**config.mk**
```make
export PLATFORM = sky130hd
export DESIGN_NAME = am_fault_shutdown_seq
export DESIGN_NICKNAME = d
export VERILOG_FILES = /design/src/rtl/am_safety_pkg.sv /design/src/rtl/ramp_step_gen.sv /design/src/rtl/am_fault_shutdown_seq.sv
export SDC_FILE = /design/constraint.sdc
export NUM_CORES = 1
export LEC_CHECK = 0
export ABC_AREA = 1
export CORE_ASPECT_RATIO = 1.2
export CORE_UTILIZATION = 58
export CTS_CLUSTER_DIAMETER = 100
export DETAILED_ROUTE_END_ITERATION = 6
export GPL_TIMING_DRIVEN = 0
export HOLD_SLACK_MARGIN = 0.02
export PLACE_DENSITY_LB_ADDON = 0.15
export SETUP_SLACK_MARGIN = 0.3
export SLEW_MARGIN = 15
export SYNTH_ARGS = -nofsm -noshare
export SYNTH_HDL_FRONTEND = slang
export SYNTH_SLANG_ARGS = --single-unit
```
**constraint.sdc**
```tcl
create_clock -name clk -period 4.3 [get_ports clk]
set_clock_uncertainty 0.1 [all_clocks]
set_input_delay 0.645 -clock clk [delete_from_list [all_inputs] [get_ports clk]]
set_output_delay 0.645 -clock clk [all_outputs]
set_load 0.05 [all_outputs]
```
**src/rtl/am_safety_pkg.sv**
```systemverilog
// Shared types and defaults for the AM carrier fault-shutdown sequencer.
package am_safety_pkg;

   localparam int unsigned AMP_W_DEF      = 16;
   localparam int unsigned STEP_DEF       = 256;
   localparam int unsigned RAMP_DIV_DEF   = 4;
   localparam int unsigned HOLDOFF_DEF    = 1024;
   localparam int unsigned WARN_SHIFT_DEF = 1;
   localparam int unsigned CNT_W          = 8;

   typedef enum logic [2:0] {
      ST_HOLD      = 3'd0,
      ST_RAMP_UP   = 3'd1,
      ST_RUN       = 3'd2,
      ST_RAMP_DOWN = 3'd3,
      ST_MUTED     = 3'd4
   } state_e;

   typedef enum logic {
      DIR_DOWN = 1'b0,
      DIR_UP   = 1'b1
   } ramp_dir_e;

   // Trip counter stops at all-ones instead of wrapping.
   function automatic logic [CNT_W-1:0] sat_inc(input logic [CNT_W-1:0] v);
      return (v == {CNT_W{1'b1}}) ? v : v + CNT_W'(1);
   endfunction

endpackage

```
**src/rtl/ramp_step_gen.sv**
```systemverilog
// Ramp step divider plus saturating add/sub of one STEP toward a target.
module ramp_step_gen
   import am_safety_pkg::*;
#(
   parameter int unsigned AMP_W    = AMP_W_DEF,
   parameter int unsigned STEP     = STEP_DEF,
   parameter int unsigned RAMP_DIV = RAMP_DIV_DEF
) (
   input  logic             clk,
   input  logic             rstn,
   input  logic             en,
   input  logic             restart,
   input  ramp_dir_e        dir,
   input  logic [AMP_W-1:0] target,
   input  logic [AMP_W-1:0] cur,
   output logic [AMP_W-1:0] nxt_c,
   output logic             step_c
);

   localparam int unsigned DIV_W  = (RAMP_DIV > 1) ? $clog2(RAMP_DIV) : 1;
   localparam int unsigned WIDE_W = AMP_W + 1;
   localparam logic [DIV_W-1:0]  DIV_LAST  = DIV_W'(RAMP_DIV - 1);
   localparam logic [WIDE_W-1:0] STEP_WIDE = WIDE_W'(STEP);

   logic [DIV_W-1:0]  div_q, div_d;
   logic [WIDE_W-1:0] cur_wide_c, sum_c, diff_c;

   // Strobe is kept independent of restart so no loop forms through the FSM.
   assign step_c = en && (div_q == DIV_LAST);

   always_comb begin
      div_d = div_q + DIV_W'(1);
      if (restart || !en || step_c) begin
         div_d = '0;
      end
   end

   always_ff @(posedge clk or negedge rstn) begin
      if (!rstn) begin
         div_q <= '0;
      end else begin
         div_q <= div_d;
      end
   end

   // One extra bit so the upward sum cannot wrap before clamping.
   always_comb begin
      cur_wide_c = {1'b0, cur};
      sum_c      = cur_wide_c + STEP_WIDE;
      diff_c     = cur_wide_c - STEP_WIDE;
      nxt_c      = '0;
      if (dir == DIR_UP) begin
         nxt_c = (sum_c > {1'b0, target}) ? target : sum_c[AMP_W-1:0];
      end else if (cur_wide_c > STEP_WIDE) begin
         nxt_c = diff_c[AMP_W-1:0];
      end
   end

endmodule

```
**src/rtl/am_fault_shutdown_seq.sv**
```systemverilog
// Watchdog-driven AM carrier gate: warning attenuation, click-free ramp-down on
// trip, sticky fault, and hold-off plus soft ramp-up after a host clear.
module am_fault_shutdown_seq
   import am_safety_pkg::*;
#(
   parameter int unsigned AMP_W      = AMP_W_DEF,
   parameter int unsigned STEP       = STEP_DEF,
   parameter int unsigned RAMP_DIV   = RAMP_DIV_DEF,
   parameter int unsigned HOLDOFF    = HOLDOFF_DEF,
   parameter int unsigned WARN_SHIFT = WARN_SHIFT_DEF
) (
   input  logic             clk,
   input  logic             rstn,
   input  logic             wd_triggered,
   input  logic             wd_warning,
   input  logic             host_clear,
   input  logic [AMP_W-1:0] amp_in,
   output logic [AMP_W-1:0] amp_out,
   output logic             rf_enable,
   output logic             fault_latched,
   output logic [CNT_W-1:0] fault_count,
   output logic [2:0]       state
);

   localparam int unsigned HOLD_W = (HOLDOFF > 1) ? $clog2(HOLDOFF) : 1;
   localparam logic [HOLD_W-1:0] HOLD_LAST = HOLD_W'(HOLDOFF - 1);

   state_e             state_q, state_d;
   logic [AMP_W-1:0]   amp_q, amp_d;
   logic               rf_en_q, rf_en_d;
   logic               fault_q, fault_d;
   logic [CNT_W-1:0]   cnt_q, cnt_d;
   logic [HOLD_W-1:0]  hold_q, hold_d;

   logic [AMP_W-1:0]   target_c;
   logic [AMP_W-1:0]   ramp_nxt_c;
   logic               ramp_step_c;
   logic               ramp_en_c;
   logic               ramp_restart_c;
   ramp_dir_e          ramp_dir_c;

   assign target_c       = wd_warning ? (amp_in >> WARN_SHIFT) : amp_in;
   assign ramp_en_c      = (state_q == ST_RAMP_UP) || (state_q == ST_RAMP_DOWN);
   assign ramp_dir_c     = (state_q == ST_RAMP_UP) ? DIR_UP : DIR_DOWN;
   // Only a direct ramp-up to ramp-down hop skips a non-ramp cycle that zeroes the divider.
   assign ramp_restart_c = (state_q == ST_RAMP_UP) && wd_triggered;

   ramp_step_gen #(
      .AMP_W    (AMP_W),
      .STEP     (STEP),
      .RAMP_DIV (RAMP_DIV)
   ) u_ramp (
      .clk     (clk),
      .rstn    (rstn),
      .en      (ramp_en_c),
      .restart (ramp_restart_c),
      .dir     (ramp_dir_c),
      .target  (target_c),
      .cur     (amp_q),
      .nxt_c   (ramp_nxt_c),
      .step_c  (ramp_step_c)
   );

   always_comb begin
      state_d = state_q;
      amp_d   = amp_q;
      rf_en_d = rf_en_q;
      fault_d = fault_q;
      cnt_d   = cnt_q;
      hold_d  = '0;
      case (state_q)
         ST_HOLD: begin
            amp_d   = '0;
            rf_en_d = 1'b0;
            if (wd_triggered) begin
               state_d = ST_MUTED;
               fault_d = 1'b1;
               cnt_d   = sat_inc(cnt_q);
            end else if (hold_q == HOLD_LAST) begin
               state_d = ST_RAMP_UP;
               rf_en_d = 1'b1;
            end else begin
               hold_d = hold_q + HOLD_W'(1);
            end
         end
         ST_RAMP_UP: begin
            if (wd_triggered) begin
               state_d = ST_RAMP_DOWN;
               fault_d = 1'b1;
               cnt_d   = sat_inc(cnt_q);
            end else if (target_c < amp_q) begin
               amp_d   = target_c;
               state_d = ST_RUN;
            end else if (ramp_step_c) begin
               amp_d = ramp_nxt_c;
               if (ramp_nxt_c == target_c) begin
                  state_d = ST_RUN;
               end
            end
         end
         ST_RUN: begin
            if (wd_triggered) begin
               state_d = ST_RAMP_DOWN;
               fault_d = 1'b1;
               cnt_d   = sat_inc(cnt_q);
            end else begin
               amp_d = target_c;
            end
         end
         ST_RAMP_DOWN: begin
            if (amp_q == '0) begin
               state_d = ST_MUTED;
               rf_en_d = 1'b0;
            end else if (ramp_step_c) begin
               amp_d = ramp_nxt_c;
               if (ramp_nxt_c == '0) begin
                  state_d = ST_MUTED;
                  rf_en_d = 1'b0;
               end
            end
         end
         ST_MUTED: begin
            amp_d   = '0;
            rf_en_d = 1'b0;
            fault_d = 1'b1;
            if (host_clear && !wd_triggered) begin
               state_d = ST_HOLD;
               fault_d = 1'b0;
            end
         end
         default: begin
            state_d = ST_HOLD;
            amp_d   = '0;
            rf_en_d = 1'b0;
         end
      endcase
   end

   always_ff @(posedge clk or negedge rstn) begin
      if (!rstn) begin
         state_q <= ST_HOLD;
         amp_q   <= '0;
         rf_en_q <= 1'b0;
         fault_q <= 1'b0;
         cnt_q   <= '0;
         hold_q  <= '0;
      end else begin
         state_q <= state_d;
         amp_q   <= amp_d;
         rf_en_q <= rf_en_d;
         fault_q <= fault_d;
         cnt_q   <= cnt_d;
         hold_q  <= hold_d;
      end
   end

   assign amp_out       = amp_q;
   assign rf_enable     = rf_en_q;
   assign fault_latched = fault_q;
   assign fault_count   = cnt_q;
   assign state         = state_q;

endmodule

```
==> Word level (Yosys, flattened, before mapping) <==
Cells that the tools add are included.
{ "classes": {"order_cmp": 3, "n_mux": 36, "n_bitwise": 2, "n_reduce_logical": 19, "add_sub_neg": 5, "eq_ne": 19} }
{ "op_table": {"columns": ["op", "count"], "rows": [
  ["$mux 16", 9],
  ["$pmux 16 s3", 1],
  ["$mux 3", 11],
  ["$logic_not 16->1", 2],
  ["$mux 10", 3],
  ["$add 16x9->17 const B", 1],
  ["$gt 17x16->1", 1],
  ["$eq 16x16->1", 1],
  ["$gt 16x9->1 const B", 1],
  ["$lt 16x16->1", 1],
  ["$sub 16x9->16 const B", 1],
  ["$pmux 3 s5", 1],
  ["$add 10x1->10 const B", 1],
  ["$eq 10x10->1 const B", 1],
  ["$ne 2x2->1 const B", 5],
  ["$reduce_and 3->1", 3],
  ["$add 8x1->8 const B", 1],
  ["$eq 8x8->1 const B", 1],
  ["$mux 1", 8],
  ["$ne 4x2->1 const B", 2],
  ["$reduce_and 7->1", 1],
  ["$eq 3x2->1 const B", 2],
  ["$ne 3x1->1 const B", 2],
  ["$eq 3x1->1 const B", 1],
  ["other kinds (17)", 23]
]} }
{ "word_totals": {"ff_bits": 41, "out_inout_bits": 29, "input_bits": 21, "elab_cells": 91} }

==> Depth between registers and ports, before layout <==
{ "depth": {"ltp_word": 10, "mapped_depth": 29} }

==> By module <==
Synthesis repeated with hierarchy kept, for this count alone.
{ "hier_totals": {"cells_unflattened": 776, "area_unflattened_um2": 4748.3} }
{ "by_module_without_submodules": {"columns": ["mod", "seq_area_each_um2", "area_each_um2", "n_inst", "cells_per_inst"], "rows": [
  ["am_fault_shutdown_seq", 975.9, 3379.5, 1, 535],
  ["ramp_step_gen", 50.0, 1368.8, 1, 241]
]} }

==> Worst setup path after synthesis <==
OpenSTA, ideal clock, no wires.
{ "synth_timing": {"path_kind": "reg-to-reg", "start": "register amp_q[8] (netlist: amp_out[8])", "end": "register state_q[0] (netlist: state[0])", "setup_slack_ns": 0.807, "synth_period_minus_slack_ns": 3.493, "required_time_ns": 4.080, "path_buffers": 2, "stages_incl_launch_ff": 25, "arrival_ns": 3.273, "path_cell_list": "dfrtp_1 > ha_1 > nand3_4 > nor2_1 > xor2_1 > ha_1 > nand2_1 > nor2_1 > nand3_1 > nor2_1 > nand2_1 > nand2_2 > buf_6 > buf_8 > nand3_2 > nand3_2 > nand2_2 > nor2_1 > nand2_1 > nor2_2 > nand3_2 > a21oi_4 > nand2_2 > nand2_1 > nand2_1"} }
{ "synth_between": {"elab_chain_len": 7} }
{ "synth_lines": {"columns": ["element", "line_no", "rtl"], "rows": [
  ["start, declared", "am_fault_shutdown_seq.sv:29", "logic [AMP_W-1:0] amp_q, amp_d;"],
  ["start signal, assigned", "am_fault_shutdown_seq.sv:149", "amp_q <= amp_d;"],
  ["$add 16x9->17", "ramp_step_gen.sv:49", "sum_c = cur_wide_c + STEP_WIDE;"],
  ["$gt 17x16->1", "ramp_step_gen.sv:53", "nxt_c = (sum_c > {1'b0, target}) ? target : sum_c[AMP_W-1:0];"],
  ["$mux 16", "ramp_step_gen.sv:53", null],
  ["$mux 16", "ramp_step_gen.sv:52", "if (dir == DIR_UP) begin"],
  ["$eq 16x16->1 / $logic_not 16->1 (equally long branches)", "am_fault_shutdown_seq.sv:96, am_fault_shutdown_seq.sv:116", null],
  ["$ne 4x2->1 (no source line) / $ne 3x1->1 (equally long branches)", null, null],
  ["$reduce_and 7->1 (no source line)", null, null],
  ["end signal, assigned", "am_fault_shutdown_seq.sv:148", "state_q <= state_d;"],
  ["end, declared", "am_fault_shutdown_seq.sv:28", "state_e state_q, state_d;"]
]} }
Several ways; a longest one is shown, not always the timed one.
A chain may end at the register's enable or synchronous reset.

==> Worst setup path in the final report <==
{ "layout_timing": {"start": "input amp_in[7]", "end": "register state_q[0] (netlist: state[0])"} }
{ "layout_between": {"elab_chain_len": 7} }
{ "layout_lines": {"columns": ["element", "line_no", "rtl"], "rows": [
  ["start, declared", "am_fault_shutdown_seq.sv:17", "input logic [AMP_W-1:0] amp_in,"],
  ["$mux 16 *", "am_fault_shutdown_seq.sv:42", "assign target_c = wd_warning ? (amp_in >> WARN_SHIFT) : amp_in;"],
  ["$gt 17x16->1", "ramp_step_gen.sv:53", null],
  ["$mux 16", "ramp_step_gen.sv:53", null],
  ["$mux 16", "ramp_step_gen.sv:52", null],
  ["$eq 16x16->1 / $logic_not 16->1 (equally long branches)", "am_fault_shutdown_seq.sv:96, am_fault_shutdown_seq.sv:116", null],
  ["$ne 4x2->1 (no source line) / $ne 3x1->1 (equally long branches)", null, null],
  ["$reduce_and 7->1 (no source line)", null, null]
]} }
Every way passes the cells marked *; elsewhere a longest branch is shown, timed or not.

==> impl_metrics.toml <==
[outcome]
status = "finished, final reports clean"

[power]
power_leakage_nw = 2.69
irDropWorstVdd_mv = 0.498
cellPowerDensity_nw_per_um2 = 606

[run]
cap_violations = 0

[timing]
finalWorstSetupSlack_ns = 0.543
part_of_the_cycle_the_worst_path_needs_pct = 87.4
measured_slew_at_the_worst_slew_check_pin_ns = 0.642
min_hold_slack_ns = 0.120
final_number_of_max_transition_violations = 0
setup_viol = 0
rsz0062_at_grt = "no"
final.min_clock_period_ns = 3.76
timing.max_slew.rel_slack_pct = 57.2
hold_violations = 0
max_freq_mhz = 266

[die]
floorplan.initialDensity_pct = 60.5
die_w_um = 82.0
core_area_sq_um = 7360
rows = 34
io-pin-count = 50
die_y_extent_um = 98.0
floorplan.die_area_sq_um = 8030

[clock_network]
tritoncts.num_buffers = 5
cts_setup_buffers = 0
clock_path_buffers = 2
worst_setup_hold_path_clk_slew_ns = 0.09
worstSkewPairLatency_ns = 0.31
htree_num_levels = 2
cts.sinks = 41
tritoncts = "yes"
cts_hold_buffers = 0
clockRootBuffer = "clkbuf_8"

[synthesis]
mux_contribution_to_synthesized_area_pct = 0.253
postSynthRegisterBits = 41
synthesis.area_sq_um = 4450
asyncSetResetFlopFracSynth_pct = 100
synth-compound-area-share_pct = 12.9
area_share_of_fa_ha_maj_cells_after_synthesis_pct = 11.0
yosys.cell_types.count = 40
syn_nets = 749
ys.flop_type = "dfrtp_1"
post_synth_and_or_nand_nor_area_fraction_pct = 38.2
avgSynthCellArea_sq_um = 6.46
ys_seq_area_share_pct = 23.1
ys.warnings.count = 0
count_of_flip_flops_with_a_built_in_enable_after_synthesis = 0
synth_top_family_by_area = "simple AND/OR/NAND/NOR gates"
fraction_of_synthesized_cell_area_in_xor_and_xnor_cells_pct = 2.95
post_synth_inst_count = 689

[place]
port_buffers = 48
placed_cells_incl_taps = 828
hpwl_um = 10800
place_congestion = 1.01
pre_cts_ws_ns = -0.265
postPlaceCellArea_sq_um = 5060

[routing]
antenna_violation_net_count_after_detailed_routing = 0
via_count = 4974
routedWlPerCell_um = 17.1
drt_first_pass_iters = 6
remaining_drc_errors = 0
detail_routed_via_count_per_cell = 5.95
initialDrtViolationCount = 552
route.final.wire_length_um = 14300

[global_routing]
antenna_violations_before_repair = 0
grt_overflow_total = 0
groute.usage.overall_pct = 36.7
grt_first_pass_wirelength_um = 22300
maximum_number_of_pins_on_one_net_before_global_route_repair = 32
grt_pass1_vias = 4752

[critical_path]
worst_ep_required_time_ns = 4.40
timing.critical_path.fanout_max = 10
start_kind = "input port"
timing.setup.critical_path_class = "input port to register"
cp_data_arrival_time_ns = 3.85
worst_setup_path_end_kind = "register"

[final_layout]
design.final.nets = 805
area_added_between_synthesis_and_finish_pct = 19.6
post_layout_nonfiller_instances = 836
post_route_cells_drive_above_1_share_pct = 12.1
finished_layout_cell_area_sq_um = 5320
diode_insertion_count_for_antenna_repair = 0

[hold_path]
timing.hold.worst.class = "input port to async pin"
[repair_timing]
action                                  4_1_cts  5_1_grt
gates cloned                                  0        0
endpoints found under the setup margin       19       16
gates resized for setup                      14       24
[flip-flops by register name, summed over array words and instances, names as in the netlist]
name and cells:
state 3, rf_enable 1, fault_latched 1, fault_count 8
u_ramp.div_q 2, hold_q 10, amp_out 16
[final timing paths]
path	startpoint	endpoint	slack [ns]	depth (start not counted)
max	amp_in[7]	state[0]	0.54	25
min	rstn	fault_count[2]	0.12	1
max reg2reg	amp_out[8]	state[0]	0.62	25
min reg2reg	u_ramp.div_q[0]	u_ramp.div_q[0]	0.34	1
max in group asynchronous	rstn	amp_out[8]	3.51	2
min in group clk	u_ramp.div_q[0]	u_ramp.div_q[0]	0.34	1
[per-layer routing]
layer | GRT usage (%) | wire [um]
met5 | 0 | 0
met1 | 45.4 | 5710
met3 | 6.26 | 1220
met2 | 60.8 | 6790
met4 | 16.9 | 583
[power by group]
group	switching (mW)	internal (mW)	total [mW]
Sequential	0.103	0.479	0.582
Clock	0.152	0.175	0.326
Combinational	1.58	0.736	2.32
[critical path, stage by stage]
cell and delay [ns]:
clkdlybuf4s50_1 0.46, inv_1 0.08, nand2_1 0.08, o21ai_4 0.10
inv_1 0.12, ha_4 0.30, nand2_1 0.08, nor2_2 0.16
nand3_2 0.11, nor2_2 0.13, nand4_2 0.13, buf_6 0.19
buf_6 0.16, nand3_1 0.10, nand3_1 0.16, nand2_1 0.13
nand2_1 0.06, nand2_1 0.06, nand3_1 0.08, nor2_1 0.10
nand3_1 0.12, nand2_2 0.12, nand2_2 0.06, nand2_1 0.06
nand2_1 0.05
[Yosys cell counts (11+ instances only)]
master | n | area (sq um)
nand2_1 | 184 | 691
inv_1 | 91 | 342
nand3_1 | 77 | 385
nor2_1 | 56 | 210
o21ai_0 | 47 | 235
dfrtp_1 | 41 | 1030
ha_1 | 39 | 488
a21oi_1 | 16 | 80.1
o21ai_1 | 16 | 80.1
o22ai_1 | 16 | 100
nand3_2 | 15 | 150
nand2_2 | 11 | 68.8
[per-stage QoR]
| step | setup TNS, ns | utilization [%] | total power, mW |
|---|---|---|---|
| 3_3_place_gp | -1.54 | 68.5 | 2.75 |
| 3_5_place_dp | -2.57 | 68.7 | 2.79 |
| 4_1_cts | 0 | 71.0 | 3.13 |
| 2_1_floorplan | 0 | - | 2.15 |
| 5_1_grt | 0 | 72.3 | 3.44 |
| 6_report | 0 | 72.3 | 3.23 |
[layout make-up]
type | instances | area [sq um]
Clock buffer | 6 | 72.6
Buffer | 23 | 174
Multi-Input combinational cell | 530 | 3040
Timing Repair Buffer | 49 | 498
Sequential cell | 41 | 1030
Clock inverter | 2 | 38.8
Inverter | 95 | 357
Fill cell | 651 | 2040
Tap cell | 90 | 113
[layout by cell type (no fill, tap or decap), drive strengths merged, types with 2 or more instances in the layout]
cell,count
nand3,93
o22ai,16
nand2,195
o211ai,3
xnor2,5
nor3b,2
nand4,8
clkbuf,13
dfrtp,41
and3,2
clkinv,2
nor3,9
a21boi,2
inv,94
a21oi,17
xor2,10
ha,39
buf,18
clkdlybuf4s50,46
nor2,60
o21ai,63
[kinds of logic after synthesis]
kind of cell,after synthesis
and+or+nand+nor,371
AOI/OAI and AO/OA,104
buffers and inverters,118
xor gates and xnor gates,15
muxes,1
DFF,41
adders and majority gates,39
Note: power is estimated with default switching activity, not from simulation.
